File: src/rtl/pic24_fetch_unit.sv
// Instruction fetch: PC-aligned program-memory reads queued as {addr,instr} pairs for decode.
// Latency: request one edge after IDLE with a free slot; the word is at the FIFO head the cycle after ack.
// Backpressure: no request while the FIFO is full, flush_i is high or (with FETCH_TIMEOUT_EN) fetch_err_o is set.
module pic24_fetch_unit #(
    parameter int AW             = 24,
    parameter int IW             = 24,
    parameter int DEPTH          = 2,
    parameter int TIMEOUT_CYCLES = 255
) (
    input  logic          clk_i,
    input  logic          rst_ni,
    input  logic [AW-1:0] pc_addr_i,
    output logic          pc_inc_o,
    output logic          pm_req_o,
    output logic [AW-1:0] pm_addr_o,
    input  logic          pm_ack_i,
    input  logic [IW-1:0] pm_rdata_i,
    input  logic          flush_i,
    output logic          instr_valid_o,
    output logic [IW-1:0] instr_o,
    output logic [AW-1:0] instr_addr_o,
    input  logic          instr_ready_i,
    output logic          fetch_err_o
);

    localparam int PW = $clog2(DEPTH);
    localparam int CW = PW + 1;

    typedef enum logic [1:0] {
        IDLE     = 2'd0,
        WAIT_ACK = 2'd1,
        DISCARD  = 2'd2
    } state_t;

    state_t        state, state_nxt;
    logic          issue, push, pop, tmo_hit;
    logic [AW-1:0] pc_aligned;
    logic [CW-1:0] count;
    logic [PW-1:0] wr_ptr, rd_ptr;
    logic [AW-1:0] addr_mem [DEPTH];
    logic [IW-1:0] data_mem [DEPTH];

    // Program memory is word addressed in steps of 2, so bit 0 of the PC never reaches the bus.
    assign pc_aligned = pc_addr_i & ~AW'(1);

    always_ff @(posedge clk_i or negedge rst_ni) begin
        if (!rst_ni) state <= IDLE;
        else         state <= state_nxt;
    end

    always_comb begin
        state_nxt = state;
        case (state)
            IDLE:     if (issue) state_nxt = WAIT_ACK;
            WAIT_ACK: begin
                if (pm_ack_i || tmo_hit) state_nxt = IDLE;
                else if (flush_i)        state_nxt = DISCARD;
            end
            DISCARD:  if (pm_ack_i || tmo_hit) state_nxt = IDLE;
            default:  state_nxt = IDLE;
        endcase
    end

    always_comb begin
        issue    = 1'b0;
        push     = 1'b0;
        pc_inc_o = 1'b0;
        case (state)
            IDLE:     issue = (count < CW'(DEPTH)) && !flush_i && !fetch_err_o;
            WAIT_ACK: if (pm_ack_i && !flush_i) begin
                push     = 1'b1;
                pc_inc_o = 1'b1;
            end
            default:  ;
        endcase
    end

    always_ff @(posedge clk_i or negedge rst_ni) begin
        if (!rst_ni) begin
            pm_req_o  <= 1'b0;
            pm_addr_o <= '0;
        end else if (issue) begin
            pm_req_o  <= 1'b1;
            pm_addr_o <= pc_aligned;
        end else if (state != IDLE && (pm_ack_i || tmo_hit)) begin
            pm_req_o  <= 1'b0;
        end
    end

`ifdef FETCH_TIMEOUT_EN
    localparam int TW = $clog2(TIMEOUT_CYCLES + 1);

    logic [TW-1:0] tmo_cnt;
    logic          err_q;

    assign tmo_hit     = (state != IDLE) && !pm_ack_i && (tmo_cnt == TW'(TIMEOUT_CYCLES - 1));
    assign fetch_err_o = err_q;

    always_ff @(posedge clk_i or negedge rst_ni) begin
        if (!rst_ni) begin
            tmo_cnt <= '0;
            err_q   <= 1'b0;
        end else begin
            if (state == IDLE || pm_ack_i || tmo_hit) tmo_cnt <= '0;
            else                                      tmo_cnt <= tmo_cnt + TW'(1);
            if (flush_i)      err_q <= 1'b0;
            else if (tmo_hit) err_q <= 1'b1;
        end
    end
`else
    assign tmo_hit     = 1'b0;
    assign fetch_err_o = 1'b0;
`endif

    assign instr_valid_o = (count != '0);
    assign instr_o       = data_mem[rd_ptr];
    assign instr_addr_o  = addr_mem[rd_ptr];
    assign pop           = instr_valid_o && instr_ready_i && !flush_i;

    // Issue only with a free slot, so a push never lands on a full FIFO.
    always_ff @(posedge clk_i or negedge rst_ni) begin
        if (!rst_ni) begin
            count  <= '0;
            wr_ptr <= '0;
            rd_ptr <= '0;
            for (int i = 0; i < DEPTH; i++) begin
                addr_mem[i] <= '0;
                data_mem[i] <= '0;
            end
        end else if (flush_i) begin
            count  <= '0;
            wr_ptr <= '0;
            rd_ptr <= '0;
        end else begin
            if (push) begin
                addr_mem[wr_ptr] <= pm_addr_o;
                data_mem[wr_ptr] <= pm_rdata_i;
                wr_ptr           <= wr_ptr + PW'(1);
            end
            if (pop) rd_ptr <= rd_ptr + PW'(1);
            if (push && !pop)      count <= count + CW'(1);
            else if (pop && !push) count <= count - CW'(1);
        end
    end

endmodule

File: config.mk
export PLATFORM = sky130hd
export DESIGN_NAME = pic24_fetch_unit
export DESIGN_NICKNAME = d
export VERILOG_FILES = /design/src/rtl/pic24_fetch_unit.sv
export SDC_FILE = /design/constraint.sdc
export NUM_CORES = 1
export LEC_CHECK = 0
export ABC_AREA = 0
export ABC_CLOCK_PERIOD_IN_PS = 1700
export BUFFER_PORTS_ARGS = -buffer_cell sky130_fd_sc_hd__buf_2
export CELL_PAD_IN_SITES_DETAIL_PLACEMENT = 0
export CELL_PAD_IN_SITES_GLOBAL_PLACEMENT = 1
export CORE_ASPECT_RATIO = 2
export CORE_UTILIZATION = 40
export DETAILED_ROUTE_END_ITERATION = 12
export GPL_ROUTABILITY_DRIVEN = 0
export HOLD_SLACK_MARGIN = 0.1
export PLACE_DENSITY = 0.8
export SYNTH_ARGS = -nofsm -noshare
export SYNTH_HDL_FRONTEND = slang
export SYNTH_SLANG_ARGS = --single-unit
File: constraint.sdc
create_clock -name clk_i -period 1.7 [get_ports clk_i]
set_input_delay 0.255 -clock clk_i [delete_from_list [all_inputs] [get_ports clk_i]]
set_output_delay 0.255 -clock clk_i [all_outputs]
set_load 0.03 [all_outputs]
* Word-level counts from Yosys, hierarchy flattened
Cells that the tools add are included.
Word-level totals: register bits 126, bits in latches 0, bits in writable memories 0, ROM bits 0, input bits 53, output and inout port bits 76, logic and storage cells 73, memories kept 0
Cells by class: add/sub/neg operators 4, multiply operators 0, divide/modulo/power cells 0, $lt $le $gt $ge 4, eq/ne operators 5, shift-type cells 0, mux-type cells 27, bitwise operators 3, reductions and logical operators 20
Operators by type and width (number):
- $mux 24 | 7
- $bwmux 48 | 2
- $demux 24 s1 | 1
- $mux 2 | 7
- $reduce_bool 2->1 | 5
- $mux 1 | 9
- $logic_and 1x1->1 | 8
- $pmux 2 s3 | 1
- $ge 2x2->1 const B | 2
- $ne 2x2->1 const B | 2
- $not 1->2 | 2
- $logic_not 1->1 | 3
- $ne 3x3->1 const B | 1
- $reduce_and 3->1 | 1
- $reduce_bool 3->1 | 1
- $add 1x1->1 const B | 2
- $add 2x1->2 const B | 1
- $eq 2x1->1 const B | 1
- $eq 2x2->1 const B | 1
- $logic_not 2->1 | 1
- $lt 2x1->1 const B | 1
- $lt 2x2->1 const B | 1
- $reduce_and 2->1 | 1
- $sub 2x1->2 const B | 1
- $not 1->1 | 1

* Depth between registers and ports, before layout
Gate-level depths: netlist of run 1.
depth after elaboration 9, mapped depth 7, gate-level depth less buffers 4

* Least setup slack after synthesis of run 1
No wires, ideal clock.
kind reg2reg, start reg state[1], end reg addr_mem[16] (netlist bit), setup time 0.125 ns, arrival time 1.521 ns, required time 1.575 ns, slack 0.054 ns, stages on the path, launching flop included 7, path buffers 2, period minus slack after synthesis 1.646 ns, path through dfrtp_1 > nand4bb_4 > inv_2 > nand2_1 > buf_6 > buf_6 > mux2_4
Between the ends: longest elaborated chain between the ends 3
Ends and longest elaborated chain:
- start: declaration | line 35 | state_t state, state_nxt;
- start signal: assignment | line 48 | else state <= state_nxt;
- $eq 2x1->1
- $mux 1
- named net pc_inc_o | line 13 | output logic pc_inc_o,
- $reduce_and 2->1 (no line)
- end signal: indexed assignment | line 136 | addr_mem[wr_ptr] <= pm_addr_o;
- end: declaration | line 40 | logic [AW-1:0] addr_mem [DEPTH];
The timed path passes the listed nets, and every way through them passes these cells. A chain may end at the register's enable or synchronous reset.

* Final worst setup path of run 1
start reg rd_ptr, end out instr_addr_o[3]
Between the ends: longest elaborated chain between the ends 4
Ends and longest elaborated chain:
- start: declaration | line 39 | logic [PW-1:0] wr_ptr, rd_ptr;
- start signal: assignment | line 140 | if (pop) rd_ptr <= rd_ptr + PW'(1);
- $not 1->2 (not written as such) | line 117 | assign instr_addr_o = addr_mem[rd_ptr];
- $mux 24 (not written as such) (3 in a row) | line 117
- end: declaration | line 21 | output logic [AW-1:0] instr_addr_o,
Every way passes these cells. The select of a mux whose other input is x is not followed.

==> results.py, run 1 <==
metrics = {
    "cts": {
        "clock_latency_ns": 0.41,
        "cts.htree.levels": 4,
        "clock_sinks": 124,
        "cts_tree": "built",
        "cts.clk_slew.worst_paths_ns": 0.06,
        "root_buffer": "clkbuf_16",
        "clock_path_buffers": 2,
        "cts_made_buffers": 17,
    },
    "power_and_ir_drop": {
        "total_power_mw": 11.9,
        "clockPowerShare_pct": 29.1,
        "seq_power_share_pct": 36.5,
        "p_int_mw": 7.92,
        "powerDensity_nw_per_um2": 1560,
        "switchingPower_mw": 3.94,
        "peakVddDrop_v": 0.000925,
        "power_leakage_nw": 3.61,
        "combinationalPowerShare_pct": 34.4,
        "switching_share_pct": 33.3,
    },
    "die": {
        "std_cell_rows": 60,
        "core_area_sq_um": 13400,
        "die_h_um": 167,
        "initial_utilization_pct": 40.8,
        "die-width_um": 84.5,
        "ios": 129,
        "die-area_sq_um": 14100,
    },
    "critical_path": {
        "crit_fanout": 24,
        "critPathSlowestCell": "dfrtp_2",
        "crit_required_ns": 1.44,
        "start_kind": "flop",
        "cpPeakStageDelay_ns": 0.41,
        "reg2reg_slack_ns": 0.05,
        "worstSetupPathType": "reg2out",
        "cp-end-kind": "output port",
        "crit_chain": "buf_12 -> mux2_2 -> buf_4",
        "cp.arrival_ns": 1.57,
    },
    "logic_synthesis": {
        "synth_edf_count": 0,
        "postSynthCellCount": 339,
        "seq_area_frac_synth_pct": 57.0,
        "yosysUniqueCellTypes": 29,
        "ys_seq_elements": 124,
        "postSynthAreaPerCell_sq_um": 16.1,
        "ys_warn_count": 0,
        "synth_flop_cell": "dfrtp_1",
        "synth-async-reset-ratio_pct": 100,
        "netlist_area_sq_um": 5450,
    },
    "global_routing": {
        "grt_pass1_wl_um": 19100,
        "grt_antenna_before_repair": 0,
        "grt_overflow": 0,
        "grt_pass1_vias": 3968,
        "grt.total_usage_pct": 17.5,
        "grt_max_degree": 59,
    },
    "finish": {
        "area_growth_pct": 39.6,
        "regArea_sq_um": 3110,
        "n_antenna_cell": 0,
        "fill_cells": 1076,
        "fin_util_pct": 56.9,
        "multi_input_area_sq_um": 2220,
        "nets": 580,
        "fin_cells": 695,
        "drive_gt1_share_pct": 63.1,
    },
    "sta": {
        "max_freq_ghz": 0.548,
        "hold_violations": 0,
        "fin_ws_ns": -0.124,
        "slew_violations": 0,
        "period_share_pct": 107,
        "rsz0062_at_grt": "true",
        "final.setup_skew_ns": 0.0109,
        "setup_violations": 47,
        "min_period_ns": 1.82,
    },
    "placed_design": {
        "dp_hpwl_um": 7420,
        "post-place-ws_ns": 0.0707,
        "port_buffers": 124,
        "placed_cells": 611,
    },
    "route": {
        "wirelength_um": 11600,
        "firstDrtPassIters": 11,
        "vias": 3464,
        "drtIter0Drc": 67,
        "via_per_inst": 4.98,
        "postRouteAntennaNets": 0,
        "remaining_drc_errors": 7,
        "wl_per_cell_um": 16.7,
    },
    "job": {
        "drv_cap": 0,
    },
    "status": {
        "failed_checks": "DRC, setup timing",
        "status": "complete, but fails checks",
    },
    "min_path": {
        "hold_path.class": "in2reg",
    },
}
==> what timing repair did <==
item                                   CTS  global route
setup endpoints to repair               48            48
endpoints found under the hold margin   96             0
resized for setup                       70             3
cloned                                   0             0
hold buffers                            50             0
pin swaps                                1             1
buffers inserted                         0             2
==> stage by stage <==
stage | hold slack, ns | area (sq um) | TNS (ns)
floorplan | -0.0406 | 5450 | 0
global placement | 0.184 | 6310 | 0
detailed placement | 0.195 | 6310 | 0
CTS | 0.157 | 7580 | -5.73
global route | 0.177 | 7600 | -6.38
finish | 0.169 | 7600 | -4.38
==> final cells by class <==
cell class	instances	area share (%)
inverter	1	0.0494
clock inverter	14	1.78
clock buffer	18	5.64
multi-input combinational	195	29.2
timing repair buffer	188	19.9
tap	155	2.55
sequential	124	40.8
==> logic make-up after synthesis <==
| logic type | synth area share, % |
|---|---|
| buf+inv | 3.01 |
| simple gates | 2.62 |
| mux | 36.3 |
| xor+xnor | 0.322 |
| flops | 57.0 |
| other cells | 0.0689 |
| compound gates | 0.666 |
==> state kept, by name (all words and copies together) (netlist names) <==
signal     cells
addr_mem      46
count          2
data_mem      48
pm_addr_o     23
pm_req_o       1
rd_ptr         1
state          2
wr_ptr         1
==> critical path, delay by kind of cell (launching register included) <==
kind | cells | cell delay [ns]
buffers and inverters | 2 | 0.37
flip-flops | 1 | 0.41
multiplexers | 1 | 0.37
==> layer usage <==
metal  part of all wire [%]  wire (um)  track usage, %
met1                     37       4270            17.5
met5                      0          0               0
met2                     57       6650            32.9
met4                    2.6        303            8.25
met3                    3.6        416            4.51
==> Yosys cell counts, types with 2 or more instances <==
master | count | share of area, %
clkbuf_1 | 2 | 0.14
buf_6 | 7 | 1.4
nor2_1 | 3 | 0.21
mux2i_1 | 2 | 0.37
nand2_1 | 3 | 0.21
dfrtp_1 | 124 | 57
o21ai_0 | 2 | 0.18
a21oi_1 | 2 | 0.18
nand3b_1 | 2 | 0.28
mux2_2 | 133 | 27
buf_4 | 6 | 0.83
xor2_1 | 2 | 0.32
nand2b_1 | 2 | 0.23
buf_2 | 5 | 0.46
mux2_4 | 30 | 8.3
==> power by group through the flow <==
| stage | registers, mW | logic [mW] | clock network [mW] |
|---|---|---|---|
| 2_1_floorplan | 4.45 | 2.45 | 0 |
| 6_report | 4.32 | 4.09 | 3.45 |
| 3_5_place_dp | 4.37 | 3.56 | 0 |
| 3_3_place_gp | 4.29 | 3.49 | 0 |
| 5_1_grt | 4.45 | 4.29 | 3.65 |
| 4_1_cts | 4.33 | 4.10 | 3.55 |
==> cells in the final DEF (no fill, tap or decap), drive strengths merged <==
master	instances
a21oi	2
conb	3
buf	138
or2	1
inv	7
clkbuf	18
nor4b	1
nor4	1
nand2	3
mux2	164
a2111oi	1
nor3	1
nand2b	2
o21a	1
xor2	2
nand4bb	1
or4b	1
bufinv	1
and2b	1
o21ai	2
mux2i	2
clkinvlp	3
nand3b	2
nor2	3
dlygate4sd3	50
clkinv	4
or3	1
dfrtp	124
==> final timing paths <==
check                                            to                      from  cells past startpoint
max                                 instr_addr_o[3]        rd_ptr$_DFFE_PN0P_                      3
min                            state[1]$_DFFE_PN0P_                   flush_i                      3
max reg2reg                addr_mem[21]$_DFFE_PN0P_      state[1]$_DFFE_PN0P_                      5
max in group asynchronous        rd_ptr$_DFFE_PN0P_                    rst_ni                      3
min reg2reg                data_mem[34]$_DFFE_PN0P_  data_mem[34]$_DFFE_PN0P_                      1
min in group asynchronous  pm_addr_o[9]$_DFFE_PN0P_                    rst_ni                      2
Power figures use the tool's default switching activity.
==> run 2: changes to the inputs <==
--- a/config.mk
+++ b/config.mk
@@ -7,7 +7,7 @@
 export LEC_CHECK = 0
 export ABC_AREA = 0
 export ABC_CLOCK_PERIOD_IN_PS = 1700
-export BUFFER_PORTS_ARGS = -buffer_cell sky130_fd_sc_hd__buf_2
+export BUFFER_PORTS_ARGS = -buffer_cell sky130_fd_sc_hd__buf_4
 export CELL_PAD_IN_SITES_DETAIL_PLACEMENT = 0
 export CELL_PAD_IN_SITES_GLOBAL_PLACEMENT = 1
 export CORE_ASPECT_RATIO = 2
==> run 2 against run 1 <==
Compared with the run above: global-route usage grew 0.35 points; sequential share of layout area is 1.3 points lower; non-clock buffer count did not move; first-iteration DRC count grew 37%; die area stayed put; routed wire length is 0.25% lower; power grew 1.2%; sequential power about the same; the run still ends with DRC, setup timing left; setup slack got worse by 0.0077 ns; maximum frequency decreased by 0.42%; critical path type unchanged; via count is 0.12% higher; sequential cell count unchanged; largest power group unchanged.
==> results.py, run 2 (same netlist as run 1, synthesis figures left out) <==
metrics = {
    "global_routing": {
        "grt_antenna_before_repair": 0,
        "grt_overflow": 0,
        "grt_max_degree": 38,
        "grt_pass1_wl_um": 19500,
        "grt.total_usage_pct": 17.9,
        "grt_pass1_vias": 3964,
    },
    "sta": {
        "min_period_ns": 1.83,
        "rsz0062_at_grt": "true",
        "fin_ws_ns": -0.132,
        "setup_tns_ns": -4.59,
        "max_slew_margin_pct": 65.5,
        "final.setup_skew_ns": 0.00757,
        "max_freq_ghz": 0.546,
        "hold_violations": 0,
        "tightest_slew_ns": 0.517,
        "slew_violations": 0,
        "setup_violations": 47,
        "period_share_pct": 108,
    },
    "critical_path": {
        "r2r_start": "state[1]$_DFFE_PN0P_",
        "reg2reg_depth": 4,
        "crit_chain": "buf_12 -> mux2_2 -> buf_4",
        "cpPeakStageDelay_ns": 0.41,
        "cp_top_family": "flip-flops",
        "critPathBufInv": 2,
        "start_kind": "flop",
        "reg2reg_slack_ns": 0.12,
        "cp-end-kind": "output port",
        "cp.arrival_ns": 1.58,
        "critPathSlowestCell": "dfrtp_2",
        "rr_endpoint": "pm_addr_o[14]$_DFFE_PN0P_",
        "crit_fanout": 24,
        "crit_required_ns": 1.44,
        "worstSetupPathType": "reg2out",
    },
    "die": {
        "die-width_um": 84.5,
        "ios": 129,
        "die_h_um": 167,
        "initial_utilization_pct": 40.8,
        "core_area_sq_um": 13400,
        "die-area_sq_um": 14100,
        "std_cell_rows": 60,
    },
    "cts": {
        "cts.htree.levels": 4,
        "cts_tree": "built",
        "cts_made_buffers": 17,
        "cts.clk_slew.worst_paths_ns": 0.06,
        "clock_latency_ns": 0.41,
        "clock_sinks": 124,
        "root_buffer": "clkbuf_16",
        "clock_path_buffers": 2,
    },
    "min_path": {
        "hp-start": "flush_i",
        "hold_path.class": "in2reg",
        "min_to": "state[1]$_DFFE_PN0P_",
        "hold_depth": 3,
    },
    "placed_design": {
        "dp_hpwl_um": 7400,
        "port_buffers": 124,
    },
    "status": {
        "status": "complete, but fails checks",
        "failed_checks": "DRC, setup timing",
    },
    "route": {
        "vias": 3468,
        "drtIter0Drc": 92,
        "firstDrtPassIters": 11,
        "wirelength_um": 11600,
        "via_per_inst": 4.99,
        "wl_per_cell_um": 16.7,
        "postRouteAntennaNets": 0,
        "remaining_drc_errors": 7,
    },
    "finish": {
        "nets": 580,
        "final_cell_mix": "124 x mux2_2, 121 x dfrtp_1, 107 x buf_4, 51 x dlygate4sd3_1, 39 x mux2_4",
        "final_common_cell": "mux2_2",
        "area_growth_pct": 44.2,
        "n_antenna_cell": 0,
        "regArea_sq_um": 3110,
        "regMostFlops": "data_mem",
        "top_regs": "data_mem (48), addr_mem (46), pm_addr_o (23)",
        "multi_input_area_sq_um": 2230,
        "drive_gt1_share_pct": 63.0,
        "fill_cells": 1055,
        "largest_reg_flops": 48,
    },
    "power_and_ir_drop": {
        "powerDensity_nw_per_um2": 1530,
        "power_leakage_nw": 3.70,
        "peakVddDrop_v": 0.000943,
        "total_power_mw": 12.0,
    },
    "job": {
        "drv_cap": 0,
    },
}
[run 2: cell count changes in the layout (fill, tap and decap cells not counted), sizes merged]
cell	delta
buf	-1
dlygate4sd3	+1
inv	-6
clkbuf	+5
clkinvlp	+1
[run 2: timing repair]
item | CTS | global route
resized for setup | 25 | 7
gates cloned | 0 | 0
setup endpoints to repair | 48 | 48
hold endpoints to repair | 105 | 0
buffers inserted | 0 | 3
hold buffers | 51 | 0
pin swaps | 1 | 1
[run 2: how the worst max path moves through the flow]
stage | from | end | depth (start not counted)
final | rd_ptr$_DFFE_PN0P_ | instr_addr_o[10] | 3
after floorplan | state[1]$_DFFE_PN0P_ | addr_mem[16]$_DFFE_PN0P_ | 6
after global placement | state[1]$_DFFE_PN0P_ | addr_mem[20]$_DFFE_PN0P_ | 5
after detailed placement | state[1]$_DFFE_PN0P_ | addr_mem[17]$_DFFE_PN0P_ | 5
after CTS | rd_ptr$_DFFE_PN0P_ | instr_addr_o[2] | 3
after global routing | rd_ptr$_DFFE_PN0P_ | instr_addr_o[6] | 3
[run 2: final cells by class]
| cell class | instances | area share (%) |
|---|---|---|
| repair buffers | 188 | 22.1 |
| multi-input cells | 195 | 28.4 |
| inverters | 1 | 0.0797 |
| well taps | 155 | 2.47 |
| flip-flops and latches | 124 | 39.6 |
| clock inverters | 9 | 1.12 |
| clock buffers | 23 | 6.21 |
[run 2: tightest hold or removal path, stage by stage]
cell	delay (ns)
buf_4	0.15
nand3b_1	0.08
a21oi_1	0.06
[run 2: power by group]
part / internal [mW] / leakage, nW / switching [mW]
clock: 2.16 / 0.271 / 1.28
sequential: 3.83 / 1.54 / 0.497
combinational: 2.19 / 1.88 / 2.05
total: 8.18 / 3.70 / 3.83
[run 2: metrics by stage]
stage / hold WS, ns / cell area [sq um] / utilization [%] / cells / setup slack (ns)
3_5_place_dp: 0.257 / 6630 / 49.6 / 609 / 0.0569
3_3_place_gp: 0.250 / 6630 / 49.6 / 609 / 0.0869
6_report: 0.174 / 7850 / 58.8 / 695 / -0.132
2_1_floorplan: -0.0406 / 5450 / - / 341 / 0.0542
5_1_grt: 0.191 / 7850 / 58.8 / 695 / -0.166
4_1_cts: 0.157 / 7810 / 58.4 / 692 / -0.146
[run 2: metal layers]
metal	GRT usage, %	part of all wire, %	vias up
li1	-	-	1589
met1	19.1	38	1755
met2	31.7	55	99
met3	3.77	4.1	25
met4	10.8	2.9	0
met5	0	0	-
==> run 3: changes to the inputs <==
--- a/config.mk
+++ b/config.mk
@@ -5,13 +5,13 @@
 export SDC_FILE = /design/constraint.sdc
 export NUM_CORES = 1
 export LEC_CHECK = 0
-export ABC_AREA = 0
+export ABC_AREA = 1
 export ABC_CLOCK_PERIOD_IN_PS = 1700
 export BUFFER_PORTS_ARGS = -buffer_cell sky130_fd_sc_hd__buf_4
 export CELL_PAD_IN_SITES_DETAIL_PLACEMENT = 0
 export CELL_PAD_IN_SITES_GLOBAL_PLACEMENT = 1
 export CORE_ASPECT_RATIO = 2
-export CORE_UTILIZATION = 40
+export CORE_UTILIZATION = 36
 export DETAILED_ROUTE_END_ITERATION = 12
 export GPL_ROUTABILITY_DRIVEN = 0
 export HOLD_SLACK_MARGIN = 0.1
==> run 3 against run 2 <==
Compared with the run above: the run ends with setup timing left; maximum frequency up 3.2%; combinational power grew 86%; global-route usage up 2.8 points; routed wire length grew 37%; first-iteration DRC count grew to 2.6 times the previous value; sequential cell count stayed put.
==> results.py, run 3 <==
metrics = {
    "status": {
        "status": "complete, but fails checks",
        "failed_checks": "setup timing",
    },
    "logic_synthesis": {
        "postSynthCellCount": 634,
        "yosysUniqueCellTypes": 23,
        "synth_area_leaders": "dfrtp_1 57%, nand2_1 12%, inv_1 5.5%, o21ai_0 4.9%, o21ai_1 4.8%",
        "netlist_area_sq_um": 5440,
        "ys_warn_count": 0,
        "seq_area_frac_synth_pct": 57.1,
        "synth_top_area_cell": "dfrtp_1",
        "synth.most_common_cell": "nand2_1",
        "ys_seq_elements": 124,
        "synth_common_cells": "178 x nand2_1, 124 x dfrtp_1, 80 x inv_1",
        "synth_edf_count": 0,
        "synth-async-reset-ratio_pct": 100,
        "postSynthAreaPerCell_sq_um": 8.57,
        "synth_flop_cell": "dfrtp_1",
        "yosys.area.top_type_share_pct": 57.1,
    },
    "route": {
        "postRouteAntennaNets": 0,
        "wirelength_um": 15900,
        "wl_met2_um": 8730,
        "via_per_inst": 4.79,
        "wl_per_cell_um": 15.6,
        "firstDrtPassIters": 4,
        "drtIter0Drc": 238,
        "remaining_drc_errors": 0,
        "highest_layer": "met4",
        "route.met3.wl_um": 635,
        "m1WireLength_um": 6120,
        "vias": 4900,
    },
    "power_and_ir_drop": {
        "switching_share_pct": 40.4,
        "power_leakage_nw": 4.22,
        "powerDensity_nw_per_um2": 1970,
        "seq_power_share_pct": 29.9,
        "switchingPower_mw": 6.71,
        "total_power_mw": 16.6,
        "clockPowerShare_pct": 22.7,
        "combinationalPowerShare_pct": 47.4,
        "p_int_mw": 9.92,
        "peakVddDrop_v": 0.00109,
    },
    "finish": {
        "n_antenna_cell": 0,
        "fill_cells": 1358,
        "top_regs": "data_mem (48), addr_mem (46), pm_addr_o (23)",
        "final_common_cell": "nand2_1",
        "final_cell_mix": "164 x nand2_1, 123 x dfrtp_1, 96 x buf_4, 78 x inv_1, 60 x o21ai_1",
        "fin_util_pct": 57.0,
        "area_growth_pct": 55.5,
        "fin_cells": 1023,
        "largest_reg_flops": 48,
        "regMostFlops": "data_mem",
        "nets": 869,
        "drive_gt1_share_pct": 31.5,
    },
    "min_path": {
        "hold_path.class": "in2reg",
    },
    "die": {
        "die-area_sq_um": 15600,
        "initial_utilization_pct": 36.7,
        "die_h_um": 176,
        "ios": 129,
        "die-width_um": 88.9,
        "core_area_sq_um": 14800,
        "std_cell_rows": 63,
    },
    "placed_design": {
        "placed_cells": 930,
        "dp_hpwl_um": 8720,
        "port_buffers": 124,
    },
    "global_routing": {
        "grt_pass1_wl_um": 24000,
        "grt_pass1_vias": 4992,
        "grt_max_degree": 73,
        "grt.total_usage_pct": 20.7,
        "grt_overflow": 0,
        "grt_antenna_before_repair": 0,
    },
    "sta": {
        "setup_violations": 43,
        "hold_slack_ns": 0.121,
        "max_freq_ghz": 0.564,
        "hold_violations": 0,
        "period_share_pct": 104,
        "min_period_ns": 1.77,
        "fin_ws_ns": -0.0743,
        "rsz0062_at_grt": "true",
        "slew_violations": 0,
        "final.setup_skew_ns": 0.00468,
    },
    "critical_path": {
        "crit_chain": "inv_4 -> buf_12 -> buf_16 -> o21ai_1 -> buf_4",
        "cp_top_family": "buffers and inverters",
        "worstSetupPathType": "reg2out",
        "cpPeakStageDelay_ns": 0.38,
        "crit_fanout": 12,
        "start_kind": "flop",
        "crit_required_ns": 1.44,
        "critPathSlowestCell": "dfrtp_1",
        "cp.arrival_ns": 1.52,
        "cp-end-kind": "output port",
        "critPathBufInv": 4,
    },
    "cts": {
        "cts.htree.levels": 4,
        "cts_made_buffers": 17,
        "clock_path_buffers": 2,
        "cts_tree": "built",
        "clock_sinks": 124,
        "root_buffer": "clkbuf_16",
        "clock_latency_ns": 0.41,
        "cts.clk_slew.worst_paths_ns": 0.06,
    },
    "job": {
        "drv_cap": 0,
    },
}
==> run 3: cell types whose count changed in the layout (fill, tap and decap cells not counted), sizes merged, moves of 13 or more <==
| cell | previous run | this run |
|---|---|---|
| nor2 | 3 | 30 |
| a21oi | 2 | 28 |
| nand2 | 3 | 182 |
| o21ai | 2 | 117 |
| buf | 137 | 150 |
| mux2 | 164 | 0 |
| nand3 | 0 | 30 |
| inv | 1 | 81 |
==> run 3: what timing repair did <==
item / in CTS / in global routing
setup endpoints to repair: 47 / 82
cloned: 5 / 4
pin swaps: 15 / 4
endpoints found under the hold margin: 94 / 0
setup buffers: 6 / 1
hold buffers: 46 / 0
resized for setup: 144 / 25
==> run 3: kinds of logic after synthesis <==
group           share of synthesized area, %
buf+inv                                 10.1
other cells                           0.0690
compound gates                          14.5
flops                                   57.1
simple gates                            18.3
==> run 3: through the flow <==
| step | TNS [ns] | setup WS [ns] | cell area (sq um) |
|---|---|---|---|
| 2_1_floorplan | 0 | 0.00726 | 5440 |
| 3_3_place_gp | 0 | 0.126 | 6570 |
| 3_5_place_dp | 0 | 0.0773 | 6570 |
| 4_1_cts | -2.73 | -0.0975 | 8260 |
| 5_1_grt | -5.63 | -0.177 | 8450 |
| 6_report | -1.37 | -0.0743 | 8450 |
==> run 3: final timing paths <==
| kind | endpoint | slack (ns) | from | cells past startpoint |
|---|---|---|---|---|
| max in group asynchronous | data_mem[30]$_DFFE_PN0P_ | 0.79 | rst_ni | 3 |
| min in group asynchronous | data_mem[19]$_DFFE_PN0P_ | 0.33 | rst_ni | 2 |
| min | data_mem[38]$_DFFE_PN0P_ | 0.12 | pm_rdata_i[14] | 3 |
| min reg2reg | data_mem[36]$_DFFE_PN0P_ | 0.47 | data_mem[36]$_DFFE_PN0P_ | 2 |
| max | instr_o[12] | -0.07 | rd_ptr$_DFFE_PN0P_ | 5 |
| max reg2reg | state[0]$_DFFE_PN0P_ | 0.09 | state[0]$_DFFE_PN0P_ | 5 |
==> run 3: cell type report <==
cell class | instances | area (sq um) | area share [%]
flip-flops and latches | 124 | 3100 | 36.7
multi-input cells | 393 | 2160 | 25.5
repair buffers | 199 | 2020 | 23.9
clock buffers | 19 | 443 | 5.24
inverters | 81 | 307 | 3.63
well taps | 195 | 244 | 2.89
clock inverters | 12 | 171 | 2.03
==> run 3: power groups by stage <==
| stage | registers, mW | logic (mW) | clock network, mW |
|---|---|---|---|
| after CTS | 4.96 | 7.59 | 3.86 |
| after detailed placement | 4.98 | 6.24 | 0 |
| after global routing | 5.15 | 8.47 | 3.97 |
| after floorplan | 5.37 | 3.51 | 0 |
| after global placement | 4.91 | 6.13 | 0 |
| final | 4.98 | 7.88 | 3.77 |
==> run 3: tightest hold or removal path: stages <==
cell	delay (ns)
buf_4	0.07
inv_1	0.05
o21ai_2	0.12
==> run 3: routing by layer <==
metal	vias up	GRT usage [%]
met4	0	9.54
met5	-	0
met3	25	4.61
met2	123	37.6
li1	2370	-
met1	2382	21.9
